## src/rtl/vtg_mode_timing.sv

```systemverilog
// Reprogrammable video timing generator: counters, blanking, sync and DE.
// New modes are shadowed and swapped in only on a frame boundary or restart.
module vtg_mode_timing #(
  parameter int          CW      = 12,
  parameter int          DLY     = 2,
  parameter int unsigned DEF_HSB = 1919,
  parameter int unsigned DEF_HSS = 2007,
  parameter int unsigned DEF_HES = 2051,
  parameter int unsigned DEF_HEB = 2199,
  parameter int unsigned DEF_VSB = 1079,
  parameter int unsigned DEF_VSS = 1083,
  parameter int unsigned DEF_VES = 1088,
  parameter int unsigned DEF_VEB = 1124,
  parameter bit          DEF_POL = 1'b0
) (
  input  logic          pclk,
  input  logic          rst_,
  input  logic          restart,
  input  logic          mode_load,
  input  logic [CW-1:0] tc_hsblnk,
  input  logic [CW-1:0] tc_hssync,
  input  logic [CW-1:0] tc_hesync,
  input  logic [CW-1:0] tc_heblnk,
  input  logic [CW-1:0] tc_vsblnk,
  input  logic [CW-1:0] tc_vssync,
  input  logic [CW-1:0] tc_vesync,
  input  logic [CW-1:0] tc_veblnk,
  input  logic          pol,
  output logic          mode_busy,
  output logic          mode_done,
  output logic          mode_err,
  output logic [CW-1:0] hcount,
  output logic [CW-1:0] vcount,
  output logic          hblnk,
  output logic          vblnk,
  output logic          frame_start,
  output logic          hsync_o,
  output logic          vsync_o,
  output logic          de_o
);

  typedef struct packed {
    logic [CW-1:0] hsb;
    logic [CW-1:0] hss;
    logic [CW-1:0] hes;
    logic [CW-1:0] heb;
    logic [CW-1:0] vsb;
    logic [CW-1:0] vss;
    logic [CW-1:0] ves;
    logic [CW-1:0] veb;
    logic          pol;
  } tset_t;

  typedef enum logic {IDLE, PEND} st_t;

  tset_t dflt;
  tset_t ld;
  tset_t act;
  tset_t pnd;
  st_t   st;

  logic          ld_ok;
  logic          h_end;
  logic          v_end;
  logic          wrap;
  logic [CW-1:0] h_nxt;
  logic [CW-1:0] v_nxt;
  logic          hs_int;
  logic          vs_int;
  logic [2:0]    dly_q [DLY];

  assign dflt = '{
    hsb: CW'(DEF_HSB),
    hss: CW'(DEF_HSS),
    hes: CW'(DEF_HES),
    heb: CW'(DEF_HEB),
    vsb: CW'(DEF_VSB),
    vss: CW'(DEF_VSS),
    ves: CW'(DEF_VES),
    veb: CW'(DEF_VEB),
    pol: DEF_POL
  };

  assign ld = '{
    hsb: tc_hsblnk,
    hss: tc_hssync,
    hes: tc_hesync,
    heb: tc_heblnk,
    vsb: tc_vsblnk,
    vss: tc_vssync,
    ves: tc_vesync,
    veb: tc_veblnk,
    pol: pol
  };

  assign ld_ok = (ld.hsb < ld.hss) &&
                 (ld.hss < ld.hes) &&
                 (ld.hes <= ld.heb) &&
                 (ld.vsb < ld.vss) &&
                 (ld.vss < ld.ves) &&
                 (ld.ves <= ld.veb);

  assign h_end = (hcount == act.heb);
  assign v_end = (vcount == act.veb);
  assign wrap  = h_end && v_end;

  always_comb begin
    h_nxt = hcount + 1'b1;
    v_nxt = vcount;
    if (restart) begin
      h_nxt = '0;
      v_nxt = '0;
    end else if (h_end) begin
      h_nxt = '0;
      v_nxt = v_end ? '0 : vcount + 1'b1;
    end
  end

  // Flags are computed from the next count so they land with it.
  // At (0,0) every flag is inactive for any legal set.
  always_ff @(posedge pclk) begin
    if (!rst_) begin
      hcount      <= '0;
      vcount      <= '0;
      hblnk       <= 1'b0;
      vblnk       <= 1'b0;
      hs_int      <= 1'b0;
      vs_int      <= 1'b0;
      frame_start <= 1'b1;
    end else begin
      hcount      <= h_nxt;
      vcount      <= v_nxt;
      hblnk       <= (h_nxt > act.hsb);
      vblnk       <= (v_nxt > act.vsb);
      hs_int      <= (h_nxt > act.hss) && (h_nxt <= act.hes);
      vs_int      <= (v_nxt > act.vss) && (v_nxt <= act.ves);
      frame_start <= (h_nxt == '0) && (v_nxt == '0);
    end
  end

  always_ff @(posedge pclk) begin
    if (!rst_) begin
      st        <= IDLE;
      act       <= dflt;
      pnd       <= '0;
      mode_busy <= 1'b0;
      mode_done <= 1'b0;
      mode_err  <= 1'b0;
    end else begin
      mode_done <= 1'b0;
      mode_err  <= 1'b0;
      unique case (st)
        IDLE: begin
          if (mode_load) begin
            if (ld_ok) begin
              pnd       <= ld;
              mode_busy <= 1'b1;
              st        <= PEND;
            end else begin
              mode_err  <= 1'b1;
            end
          end
        end
        PEND: begin
          if (wrap || restart) begin
            act       <= pnd;
            mode_busy <= 1'b0;
            mode_done <= 1'b1;
            st        <= IDLE;
          end
        end
      endcase
    end
  end

  // Polarity is folded in at the head so each tap carries final levels.
  always_ff @(posedge pclk) begin
    if (!rst_) begin
      for (int i = 0; i < DLY; i++) begin
        dly_q[i] <= {DEF_POL, DEF_POL, 1'b0};
      end
    end else begin
      dly_q[0] <= {hs_int ^ act.pol,
                   vs_int ^ act.pol,
                   !hblnk && !vblnk};
      for (int i = 1; i < DLY; i++) begin
        dly_q[i] <= dly_q[i-1];
      end
    end
  end

  assign {hsync_o, vsync_o, de_o} = dly_q[DLY-1];

endmodule
```

## config.mk

```make
export PLATFORM = sky130hd
export DESIGN_NAME = vtg_mode_timing
export DESIGN_NICKNAME = d
export VERILOG_FILES = /design/src/rtl/vtg_mode_timing.sv
export SDC_FILE = /design/constraint.sdc
export NUM_CORES = 1
export LEC_CHECK = 0
export ABC_AREA = 1
export CAP_MARGIN = 25
export CELL_PAD_IN_SITES_DETAIL_PLACEMENT = 0
export CELL_PAD_IN_SITES_GLOBAL_PLACEMENT = 1
export CORE_ASPECT_RATIO = 1.5
export CORE_UTILIZATION = 42
export CTS_CLUSTER_DIAMETER = 120
export DETAILED_ROUTE_END_ITERATION = 8
export PLACE_DENSITY_LB_ADDON = 0.1
export SLEW_MARGIN = 0
export SYNTH_ARGS = -nofsm -noshare
export SYNTH_HDL_FRONTEND = slang
export SYNTH_SLANG_ARGS = --single-unit
```

## constraint.sdc

```tcl
create_clock -name pclk -period 3.6 [get_ports pclk]
set_clock_uncertainty 0.15 [all_clocks]
set_input_delay 0.72 -clock pclk [delete_from_list [all_inputs] [get_ports pclk]]
set_output_delay 0.72 -clock pclk [all_outputs]
set_load 0.03 [all_outputs]
```

==> impl_metrics.py <==
metrics = {
    "status": {
        "status": "complete, no violations",
    },
    "synth": {
        "seq_area_frac_synth_pct": 34.0,
        "synth_area_um2": 13700,
        "async_flop_share_pct": 0,
        "synth_common_cells": "445 x inv_1, 419 x nand2_1, 233 x dfxtp_1",
        "ys_warn_count": 0,
        "synth_nets": 2275,
        "dominantRegCellSynth": "dfxtp_1",
        "ys_ff_latch": 233,
        "synth_cells": 2032,
        "synthTopCellsByArea": "dfxtp_1 34%, ha_1 13%, inv_1 12%",
        "synth.most_common_cell": "inv_1",
        "ys_types": 37,
        "synth_top_area_share_pct": 34.0,
        "synth_top_cell_by_area": "dfxtp_1",
        "synth.avg_cell_area_um2": 6.75,
        "synth_edf_count": 0,
    },
    "power_and_ir_drop": {
        "p_seq_share_pct": 46.0,
        "p_per_area_nw_per_um2": 352,
        "ir_drop_v": 0.000247,
        "swShare_pct": 25.5,
        "p_int_mw": 4.30,
        "leakage_nw": 8.20,
        "total_power_mw": 5.77,
        "p_switching_mw": 1.47,
        "p_clk_share_pct": 41.4,
        "comb_power_share_pct": 12.7,
    },
    "placed_design": {
        "pre_cts_ws_ps": -71.5,
        "postPlaceCellArea_um2": 15700,
        "dpl.cell_count": 2533,
        "dp_hpwl_mm": 29.0,
        "io_buffers": 133,
        "gp_congestion": 0.859,
    },
    "routing": {
        "drtIter0Drc": 683,
        "num_vias": 12400,
        "drt_first_pass_iters": 5,
        "ant_nets": 0,
        "via_per_inst": 4.83,
        "drt-total-wl_mm": 38.2,
        "drc": 0,
        "wl_per_cell_um": 14.9,
    },
    "critical_path": {
        "crit_path_end_kind": "flip-flop",
        "cpMostUsedCell": "nand2_1",
        "path_cells": "inv_1, nand2_1, nand2_1, nand2_1, nor2_1, nand3_2, clkinv_1, nand2_1, nand3_1, inv_1, buf_4, ha_1, a21oi_1, nor2_1, o21ai_0, o211ai_1, o41ai_1, nor3_1, buf_4",
        "start_kind": "flip-flop",
        "crit_fanout": 9,
        "r2r_setup_slack_ps": 360,
        "cp_slowest_cell": "dfxtp_1",
        "max_stage_delay_ps": 480,
        "crit_required_ps": 3860,
        "worst-setup-path-type": "flip-flop to flip-flop",
        "crit_arrival_ps": 3500,
    },
    "grt": {
        "grt_overflow": 0,
        "grt_max_degree": 165,
        "grt_pass1_wl_mm": 61.8,
        "antenna_found_initial": 0,
        "track_usage_pct": 23.4,
        "grt_pass1_vias": 11800,
    },
    "die": {
        "core.rowCount": 80,
        "die_h_um": 223,
        "die_w_um": 150,
        "start_util_pct": 42.9,
        "ioPinCount": 134,
        "dieArea_um2": 33400,
        "core_um2": 31900,
    },
    "clocking": {
        "cts_made_buffers": 23,
        "cts_buffer_depth": 3,
        "htree_levels": 1,
        "root_buffer": "clkbuf_16",
        "cts_resized": 0,
        "cts_tree": "built",
        "post_cts_buffers": 0,
        "path_clk_slew_ps": 60,
        "cts_sinks": 233,
        "clkLatencyLatePin_ps": 520,
        "postCtsHoldBufs": 0,
    },
    "layout": {
        "finalNetCount": 2391,
        "area_growth_pct": 19.7,
        "instances_no_fill": 2571,
        "layout-drive-gt1-share_pct": 4.44,
        "final_core_util_pct": 51.4,
        "diodes": 0,
        "fin_area_um2": 16400,
    },
    "sta": {
        "period_share_pct": 89.9,
        "setup_ws_ps": 362,
        "relSlewSlack_pct": 48.5,
        "max_freq_mhz": 309,
        "rsz0062_at_grt": "no",
        "whs_ps": 261,
        "setup_viol": 0,
        "worst_pin_slew_ps": 768,
        "hold_violations": 0,
        "maxSlewViolCount": 0,
        "period_needed_ps": 3240,
        "fin_setup_tns_ps": 0,
    },
    "worst_hold_path": {
        "hp-class": "flip-flop to flip-flop",
    },
    "flow_run": {
        "maxCapViolations": 0,
    },
}
==> cell type report <==
type,instances,area [um2]
clock buffers,32,639
repair buffers,182,1820
flip-flops and latches,233,4660
well taps,410,513
multi-input cells,1257,6990
fillers,3268,15500
clock inverters,6,86.3
inverters,451,1690
==> cells in the final DEF, fill, tap and decap left out, types with 3 or more instances in the layout <==
cell type / count
o211ai_1: 18
o21a_1: 3
xnor2_1: 12
nand4_1: 127
nand2_1: 419
ha_1: 142
inv_1: 445
buf_4: 40
nand3_1: 30
clkbuf_16: 23
inv_2: 5
o21ai_1: 9
nor3_1: 20
a21oi_1: 152
a211oi_1: 3
nor2_1: 189
dfxtp_1: 233
clkbuf_8: 3
o21ai_0: 100
clkbuf_1: 6
buf_12: 10
xor2_1: 12
nor2_4: 3
clkdlybuf4s50_1: 132
==> power groups by stage <==
stage	Clock [mW]	Combinational, mW	Sequential, mW
floorplan	0	0.430	2.71
global placement	0	0.718	2.71
detailed placement	0	0.728	2.71
global route	2.54	0.826	2.66
CTS	2.47	0.731	2.65
finish	2.39	0.731	2.65
==> flip-flops by register name, summed over array words and instances (netlist names) <==
name	count
mode_err	1
vcount	12
hblnk	1
act	97
pnd	97
dly_q	6
hs_int	1
vs_int	1
mode_busy	1
st	1
frame_start	1
mode_done	1
hcount	12
vblnk	1
==> worst max-delay path: cells and delay by family, from the launching register on <==
family / cells / cell delay (ps)
compound gates: 4 / 660
fa+ha+maj: 1 / 230
buf+inv: 5 / 800
flops: 1 / 480
simple gates: 9 / 810
==> metal layers <==
metal / GRT usage [%] / vias to the layer above / share of wire (%)
li1: - / 6631 / -
met1: 33.3 / 5450 / 50
met2: 36.6 / 287 / 43
met3: 1.94 / 59 / 3.8
met4: 8.29 / 0 / 3.2
met5: 0 / - / 0
==> final timing paths <==
path	from	to	depth (start not counted)
worst max-delay path	hcount[2]$_SDFF_PN0_	vs_int$_SDFF_PN0_	19
worst min-delay path	dly_q[0][0]$_SDFF_PN0_	dly_q[0][3]$_SDFF_PN0_	2
worst max register to register	hcount[2]$_SDFF_PN0_	vs_int$_SDFF_PN0_	19
worst min register to register	dly_q[0][0]$_SDFF_PN0_	dly_q[0][3]$_SDFF_PN0_	2
==> cell families (layout without fill, tap and decap cells) <==
kind of cell,after synthesis,in the layout,share of synthesized area (%)
XOR/XNOR,24,24,1.53
flip-flops,233,233,34.0
adder cells (fa/ha/maj),142,142,13.0
buffers and inverters,542,671,15.1
AND/OR/NAND/NOR,798,798,25.0
AO/OA/AOI/OAI,293,293,11.3
(Power assumes the default switching activity.)
